### config.mk
export PLATFORM = sky130hd
export DESIGN_NAME = instr_encode_rv_flat
export DESIGN_NICKNAME = d
export VERILOG_FILES = /design/src/rtl/instr_encode_rv_if.sv /design/src/rtl/instr_encode_rv.sv /design/src/flat_wrapper.sv
export SDC_FILE = /design/constraint.sdc
export NUM_CORES = 1
export LEC_CHECK = 0
export ABC_AREA = 1
export CAP_MARGIN = 10
export CORE_UTILIZATION = 47
export CTS_BUF_LIST = sky130_fd_sc_hd__clkbuf_16
export CTS_CLUSTER_DIAMETER = 120
export DETAILED_ROUTE_END_ITERATION = 8
export PLACE_DENSITY = 0.72
export SYNTH_ARGS = -nofsm -noshare
export SYNTH_HDL_FRONTEND = slang
export SYNTH_SLANG_ARGS = --single-unit
export TNS_END_PERCENT = 1
### constraint.sdc
create_clock -name iwClk -period 1.8 [get_ports iwClk]
set_clock_uncertainty 0.15 [all_clocks]
set_input_delay 0.27 -clock iwClk [delete_from_list [all_inputs] [get_ports iwClk]]
set_output_delay 0.27 -clock iwClk [all_outputs]
set_load 0.05 [all_outputs]
### src/rtl/instr_encode_rv_if.sv
// -----------------------------------------------------------------------------
// instr_encode_rv_if
//   Bundles the request channel (field-level instruction description) and the
//   response channel (packed instruction word plus address) of the RV32I
//   instruction encoder.
//
//   Request channel  : iwValid/owReady handshake carrying iwFormat, iwOpCode,
//                      iwFunct3, iwFunct7, iwRd, iwRs1, iwRs2, iwImmediate.
//   Response channel : orValid/iwReady handshake carrying orInstr, orAddr,
//                      orError; orCount counts completed response handshakes.
//
//   modport slave  : the encoder itself.
//   modport master : the agent that issues requests and consumes words.
// -----------------------------------------------------------------------------
interface instr_encode_rv_if;
    logic        iwValid;
    logic        owReady;
    logic [2:0]  iwFormat;
    logic [6:0]  iwOpCode;
    logic [2:0]  iwFunct3;
    logic [6:0]  iwFunct7;
    logic [4:0]  iwRd;
    logic [4:0]  iwRs1;
    logic [4:0]  iwRs2;
    logic [31:0] iwImmediate;

    logic        orValid;
    logic        iwReady;
    logic [31:0] orInstr;
    logic [31:0] orAddr;
    logic        orError;
    logic [15:0] orCount;

    modport slave (
        input  iwValid, iwFormat, iwOpCode, iwFunct3, iwFunct7,
               iwRd, iwRs1, iwRs2, iwImmediate, iwReady,
        output owReady, orValid, orInstr, orAddr, orError, orCount
    );

    modport master (
        output iwValid, iwFormat, iwOpCode, iwFunct3, iwFunct7,
               iwRd, iwRs1, iwRs2, iwImmediate, iwReady,
        input  owReady, orValid, orInstr, orAddr, orError, orCount
    );
endinterface

### src/rtl/instr_encode_rv.sv
// -----------------------------------------------------------------------------
// instr_encode_rv
//   RV32I instruction encoder. Accepts a field-level instruction description,
//   range-checks the immediate for the selected format, packs the 32-bit
//   instruction word and emits it together with its instruction-memory
//   address. Illegal requests are still accepted and consume an address slot;
//   they are emitted as an all-zero word with orError set.
//
//   Ports:
//     iwClk    in   clock
//     iwRst    in   synchronous reset, active-high (dominates iwFlush)
//     iwFlush  in   synchronous drop of all pending words, address counter
//                   back to BASE_ADDR, orCount untouched
//     bus      slave modport of instr_encode_rv_if (request + response)
//
//   Buffering: one output register plus a one-entry skid buffer, so at most
//   two words are held under backpressure and ordering is preserved.
// -----------------------------------------------------------------------------
module instr_encode_rv #(
    parameter logic [31:0] BASE_ADDR = 32'h0000_0000
) (
    input  logic              iwClk,
    input  logic              iwRst,
    input  logic              iwFlush,
    instr_encode_rv_if.slave  bus
);

    localparam logic [2:0] FMT_R = 3'd0;
    localparam logic [2:0] FMT_I = 3'd1;
    localparam logic [2:0] FMT_S = 3'd2;
    localparam logic [2:0] FMT_B = 3'd3;
    localparam logic [2:0] FMT_U = 3'd4;
    localparam logic [2:0] FMT_J = 3'd5;

    logic [31:0] addrCnt;

    logic        outValid;
    logic [31:0] outInstr;
    logic [31:0] outAddr;
    logic        outError;

    logic        skidValid;
    logic [31:0] skidInstr;
    logic [31:0] skidAddr;
    logic        skidError;

    logic [15:0] hsCount;

    logic [31:0] encWord;
    logic        encLegal;
    logic [31:0] newInstr;
    logic        newError;

    logic        accept;
    logic        drain;
    logic        outFree;

    // ------------------------------------------------------------------
    // Field packing and legality. The immediate is a signed byte offset;
    // a value fits an N-bit signed field when every bit above the field's
    // sign bit equals that sign bit.
    // ------------------------------------------------------------------
    always_comb begin
        encWord  = 32'h0;
        encLegal = 1'b0;
        case (bus.iwFormat)
            FMT_R: begin
                encWord  = {bus.iwFunct7, bus.iwRs2, bus.iwRs1, bus.iwFunct3,
                            bus.iwRd, bus.iwOpCode};
                encLegal = 1'b1;
            end
            FMT_I: begin
                encWord  = {bus.iwImmediate[11:0], bus.iwRs1, bus.iwFunct3,
                            bus.iwRd, bus.iwOpCode};
                encLegal = (bus.iwImmediate[31:11] == {21{bus.iwImmediate[11]}});
            end
            FMT_S: begin
                encWord  = {bus.iwImmediate[11:5], bus.iwRs2, bus.iwRs1,
                            bus.iwFunct3, bus.iwImmediate[4:0], bus.iwOpCode};
                encLegal = (bus.iwImmediate[31:11] == {21{bus.iwImmediate[11]}});
            end
            FMT_B: begin
                encWord  = {bus.iwImmediate[12], bus.iwImmediate[10:5],
                            bus.iwRs2, bus.iwRs1, bus.iwFunct3,
                            bus.iwImmediate[4:1], bus.iwImmediate[11],
                            bus.iwOpCode};
                encLegal = (bus.iwImmediate[31:12] == {20{bus.iwImmediate[12]}})
                           && !bus.iwImmediate[0];
            end
            FMT_U: begin
                encWord  = {bus.iwImmediate[31:12], bus.iwRd, bus.iwOpCode};
                encLegal = (bus.iwImmediate[11:0] == 12'h000);
            end
            FMT_J: begin
                encWord  = {bus.iwImmediate[20], bus.iwImmediate[10:1],
                            bus.iwImmediate[11], bus.iwImmediate[19:12],
                            bus.iwRd, bus.iwOpCode};
                encLegal = (bus.iwImmediate[31:20] == {12{bus.iwImmediate[20]}})
                           && !bus.iwImmediate[0];
            end
            default: begin
                encWord  = 32'h0;
                encLegal = 1'b0;
            end
        endcase
    end

    assign newInstr = encLegal ? encWord : 32'h0;
    assign newError = !encLegal;

    // ------------------------------------------------------------------
    // Handshakes. The skid entry is only ever filled while the output
    // register is held, so a full skid is the only reason to stall.
    // ------------------------------------------------------------------
    assign bus.owReady = !skidValid && !iwRst && !iwFlush;
    assign accept      = bus.iwValid && bus.owReady;
    assign drain       = outValid && bus.iwReady;
    assign outFree     = !outValid || drain;

    always_ff @(posedge iwClk) begin
        if (iwRst) begin
            addrCnt   <= BASE_ADDR;
            outValid  <= 1'b0;
            outInstr  <= 32'h0;
            outAddr   <= BASE_ADDR;
            outError  <= 1'b0;
            skidValid <= 1'b0;
            skidInstr <= 32'h0;
            skidAddr  <= BASE_ADDR;
            skidError <= 1'b0;
            hsCount   <= 16'h0;
        end else if (iwFlush) begin
            addrCnt   <= BASE_ADDR;
            outValid  <= 1'b0;
            skidValid <= 1'b0;
        end else begin
            if (drain) begin
                hsCount <= hsCount + 16'd1;
            end

            if (accept) begin
                addrCnt <= addrCnt + 32'd4;
            end

            if (outFree) begin
                // Skid is older than any new request, so it drains first.
                // accept cannot be true while skidValid is set.
                if (skidValid) begin
                    outValid  <= 1'b1;
                    outInstr  <= skidInstr;
                    outAddr   <= skidAddr;
                    outError  <= skidError;
                    skidValid <= 1'b0;
                end else if (accept) begin
                    outValid  <= 1'b1;
                    outInstr  <= newInstr;
                    outAddr   <= addrCnt;
                    outError  <= newError;
                end else begin
                    outValid  <= 1'b0;
                end
            end else if (accept) begin
                skidValid <= 1'b1;
                skidInstr <= newInstr;
                skidAddr  <= addrCnt;
                skidError <= newError;
            end
        end
    end

    assign bus.orValid = outValid;
    assign bus.orInstr = outInstr;
    assign bus.orAddr  = outAddr;
    assign bus.orError = outError;
    assign bus.orCount = hsCount;

endmodule

### src/flat_wrapper.sv
// flat-port wrapper written by rule: the top's interface ports become plain ports
module instr_encode_rv_flat 
#(
    parameter logic [31:0] BASE_ADDR = 32'h0000_0000
)
  (iwClk, iwRst, iwFlush, bus_iwValid, bus_iwFormat, bus_iwOpCode, bus_iwFunct3, bus_iwFunct7, bus_iwRd, bus_iwRs1, bus_iwRs2, bus_iwImmediate, bus_iwReady, bus_owReady, bus_orValid, bus_orInstr, bus_orAddr, bus_orError, bus_orCount);
  instr_encode_rv_if bus_i ();
  input  logic iwClk;
  input  logic iwRst;
  input  logic iwFlush;
  input wire logic [$bits(bus_i.iwValid)-1:0] bus_iwValid;
  input wire logic [$bits(bus_i.iwFormat)-1:0] bus_iwFormat;
  input wire logic [$bits(bus_i.iwOpCode)-1:0] bus_iwOpCode;
  input wire logic [$bits(bus_i.iwFunct3)-1:0] bus_iwFunct3;
  input wire logic [$bits(bus_i.iwFunct7)-1:0] bus_iwFunct7;
  input wire logic [$bits(bus_i.iwRd)-1:0] bus_iwRd;
  input wire logic [$bits(bus_i.iwRs1)-1:0] bus_iwRs1;
  input wire logic [$bits(bus_i.iwRs2)-1:0] bus_iwRs2;
  input wire logic [$bits(bus_i.iwImmediate)-1:0] bus_iwImmediate;
  input wire logic [$bits(bus_i.iwReady)-1:0] bus_iwReady;
  output wire logic [$bits(bus_i.owReady)-1:0] bus_owReady;
  output wire logic [$bits(bus_i.orValid)-1:0] bus_orValid;
  output wire logic [$bits(bus_i.orInstr)-1:0] bus_orInstr;
  output wire logic [$bits(bus_i.orAddr)-1:0] bus_orAddr;
  output wire logic [$bits(bus_i.orError)-1:0] bus_orError;
  output wire logic [$bits(bus_i.orCount)-1:0] bus_orCount;
  assign bus_i.iwValid = bus_iwValid;
  assign bus_i.iwFormat = bus_iwFormat;
  assign bus_i.iwOpCode = bus_iwOpCode;
  assign bus_i.iwFunct3 = bus_iwFunct3;
  assign bus_i.iwFunct7 = bus_iwFunct7;
  assign bus_i.iwRd = bus_iwRd;
  assign bus_i.iwRs1 = bus_iwRs1;
  assign bus_i.iwRs2 = bus_iwRs2;
  assign bus_i.iwImmediate = bus_iwImmediate;
  assign bus_i.iwReady = bus_iwReady;
  assign bus_owReady = bus_i.owReady;
  assign bus_orValid = bus_i.orValid;
  assign bus_orInstr = bus_i.orInstr;
  assign bus_orAddr = bus_i.orAddr;
  assign bus_orError = bus_i.orError;
  assign bus_orCount = bus_i.orCount;
  instr_encode_rv #(.BASE_ADDR(BASE_ADDR)) u_core (.iwClk(iwClk), .iwRst(iwRst), .iwFlush(iwFlush), .bus(bus_i));
endmodule
==> summary.md <==
| Metric | Value |
|---|---|
| CTS Buf Count | 17 |
| Cell taking the most area after synthesis | dfxtp_1 |
| Seq cells post-synth | 174 |
| CP max-delay cell | clkdlybuf4s50_1 |
| Hold Crit Start | iwRst |
| Worst slew margin | approximately two thirds |
| Longest Clk Path Bufs | 2 |
| Worst Hold Class | in -> reg |
| Hold path endpoint | u_core.addrCnt[5] |
| CP Capture Type | flop |
| CP max FO | 8 |
| Core area | 0.01670 mm2 |
| Crit-path most repeated cell | nand2_1 |
| Area share of the largest cell type after synthesis | 43.14% |
| H-tree Lvls | 4 |
| # diodes | 0 |
| First-pass GRT wire length | around 40000 um |
| Initial antenna violation count | 0 |
| Fraction of registers with async set/reset | 0% |
| Failing checks | setup timing |
| Top_reg_cell synth | dfxtp_1 |
| MaxCap Viol Count | 0 |
| Mean Syn Cell Area | between 6 and 7 um2 |
| TritonRoute pass-1 iters | 7 |
| Via count | 8823 |
| Cells after Synth | 1181 |
| DRC Markers | 0 |
| Placed cell area | about 0.010 mm2 |
| Die Span X | about 130 um |
| Worst hold stages | 5 |
| Slowest stage delay, CP | between 0.5 and 0.6 ns |
| Register-to-Register Path Depth | 10 |
| VDD IR-drop max | ~0.00068 V |
| Post-DP HPWL | between 15000 and 20000 um |
| Post-synth EDFFs | 0 |
| Share of layout cells above drive strength 1 | a little under a quarter |
| YS warnings | 0 |
| Clk slew on worst S/H paths | 0.07 ns |
| DIE HEIGHT | 133.1 um |
| Slew @ Worst Pin | 0.5100 ns |
| Final period util | 104.6% |
| Layout fillers | between 1000 and 1500 |
| Clock Latency Late Sink | about 0.43 ns |
| Status | complete, but fails checks |
| Worst path cell trace | clkdlybuf4s50_1 > nand2_2 > nor2_2 > nand2_1 > nor2_1 > nand2_1 > nand2_1 > a21oi_4 > nand2_8 > clkbuf_16 > nand2_1 > nand2_1 > nand2_1 > a21oi_1 |
| PortBufs | ~150 |
| PwrDens | approximately 760 mW/mm2 |
| CP Buf/Inv Count | 2 |
| Synth cell types | between 40 and 50 |
| Final ANT Viol Nets | 0 |
| Critical path startpoint category | primary input |
| CP delay by family, top | simple AND/OR/NAND/NOR gates |
| Vias per cell | 5.312 |
| Sequential fraction of the synthesis area | about 43% |
| CTS tree | built |
| Vias in the first global route | roughly 8000 |
| Slew Viols, Final | 0 |
| Worst R2R End | u_core.addrCnt[22] |
| Initial DRC count | 519 |
| GRT Total Usage | between 20 and 30% |
| Congestion Overflow GR | 0 |
| Top cells by area, synth | dfxtp_1 43%, nand2_1 15%, a21oi_1 7.7%, o21ai_0 7.6%, nor2_1 5.9% |
| Boundary Pins | around 160 |
| CTS root buffer | clkbuf_16 |
| Min Tclk post-route | 1.883 ns |
| Worst Hold Slack | 0.2183 ns |
| Starting Density | 48.35% |
| Crit Path Class | in -> reg |
| GP Congestion | between 0.9 and 1 |
| Finished layout cell area | about 0.011 mm2 |
| Routed WL | approximately 25000 um |
| Largest net degree at the start of global routing | 96 |
| CTS sink cnt | around 170 |
| # nets final | between 1500 and 2000 |
| Critical Path RT | about 2 ns |
| Rows | 47 |
| Area growth syn-to-layout | 42.36% |
| Final setup violation count | 22 |
| WL per Instance | about 15 um |
| Endpoints failing hold | 0 |
| Highest clock rate | 531.1 MHz |
| Final worst slack | -0.08295 ns |
| Die area | about 0.018 mm2 |
| RSZ-0062 raised after global routing | yes |
| WP data arrival | 2.08 ns |
| Setup slack, reg-to-reg | -0.05 ns |
| Reg2reg start | u_core.addrCnt[4] |
| Syn Std Cell Area | ~0.008 mm2 |
| Leakage | 5.013 nW |
==> layout by cell type, fill, tap and decap left out, types with 3 or more instances in the layout <==
cell type	count
a211oi_1	3
a21oi_1	122
a21oi_2	3
a31oi_1	31
buf_12	12
buf_4	201
buf_6	6
bufinv_16	4
clkbuf_16	20
clkdlybuf4s50_1	46
clkinv_1	3
dfxtp_1	169
dfxtp_2	3
dlygate4sd2_1	10
dlymetal6s2s_1	14
inv_1	76
inv_2	6
inv_6	4
nand2_1	316
nand2_2	8
nand3_1	29
nand3_2	4
nand3b_1	3
nand4_1	12
nor2_1	111
nor2_2	18
nor2_4	7
nor3_1	16
nor3_2	11
o211ai_1	4
o21a_1	3
o21ai_0	118
o21ai_1	8
xor2_1	8
==> layer usage <==
layer | share of wire, % | global-route usage, %
met4 | 2.8 | 9.898
met1 | 44 | 35.80
met5 | 0 | 0
met2 | 48 | 47.00
met3 | 4.6 | 4.023
==> area by class of cell <==
cell class / count / area (um2) / share of cell area, %
Multi-Input combinational cell: 857 / 4154 / 36.13
Clock inverter: 15 / 205.2 / 1.785
Inverter: 85 / 321.6 / 2.797
Timing Repair Buffer: 293 / 2620 / 22.79
Clock buffer: 17 / 425.4 / 3.700
Tap cell: 220 / 275.3 / 2.394
Sequential cell: 174 / 3495 / 30.40
==> worst min-delay path, delay by kind of cell <==
family                 cells  cell delay (ns)
buffers and inverters      2             0.32
AND/OR/NAND/NOR            3             0.16
==> timing repair <==
action	4_1_cts	5_1_grt
endpoints found under the setup margin	55	148
setup buffers	0	6
hold buffers	0	0
cloned	0	5
pin swaps	0	6
gates resized for setup	26	60
==> worst max-delay path by stage <==
stage | startpoint | endpoint | depth (start not counted)
6_report | bus_iwImmediate[15] | u_core.bus.orInstr[8] | 14
5_1_grt | bus_iwImmediate[15] | u_core.bus.orInstr[8] | 13
4_1_cts | u_core.addrCnt[4] | u_core.addrCnt[29] | 12
3_5_place_dp | bus_iwImmediate[11] | u_core.bus.orInstr[2] | 14
3_3_place_gp | bus_iwFormat[1] | u_core.bus.orInstr[28] | 14
2_1_floorplan | u_core.bus.orValid | u_core.bus.orCount[12] | 9
==> synth_stat cells (2+ instances only) <==
master and number:
buf_2 12, clkbuf_1 44, nand4_1 12, o21ai_0 123
o21a_1 3, nor2_1 128, inv_1 77, a21oi_1 125
o21ai_1 3, dfxtp_1 174, buf_6 2, nor4_1 3
a31oi_1 31, nor3_1 27, xor2_1 8, nor3b_1 3
nand2_4 2, nor2_2 3, clkinv_1 3, ha_1 2
buf_4 4, inv_2 4, nand3_1 31, a211oi_1 3
nand3_2 3, nand2_1 323, o211ai_1 4, buf_1 2
nand3b_1 3, nor2_4 5
==> cells by family after synthesis <==
family,after synthesis,synth area share [%]
adders and majority gates,2,0.3098
buffers and inverters,151,7.809
DFF,174,43.14
and+or+nand+nor,547,28.32
other,1,0.04644
AOI/OAI and AO/OA,297,19.40
xor gates and xnor gates,9,0.9762
==> state kept, by name (all words and copies together) (netlist names) <==
name                flops
u_core.bus.orError      1
u_core.skidValid        1
u_core.bus.orValid      1
u_core.skidInstr       32
u_core.bus.orAddr      30
u_core.bus.orInstr     32
u_core.skidAddr        30
u_core.bus.orCount     16
u_core.skidError        1
u_core.addrCnt         30
==> through the flow <==
stage	setup slack, ns	total power, W	std cells	setup TNS [ns]	util (%)
4_1_cts	-0.03723	0.008726	1650	-0.1128	66.95
5_1_grt	-0.2026	0.008971	1661	-7.740	68.83
2_1_floorplan	-0.1491	0.004365	1182	-0.2427	-
3_3_place_gp	-0.5220	0.004795	1618	-59.69	62.85
3_5_place_dp	-0.5738	0.004796	1618	-65.37	62.85
6_report	-0.08295	0.008705	1661	-0.4671	68.83
==> power by group <==
part	switching, W	leakage, nW	internal [W]
Combinational	0.000478	3.30	0.000373
Clock	0.00161	0.308	0.00235
Sequential	0.0000173	1.41	0.00388
Note: power is estimated with default switching activity, not from simulation.
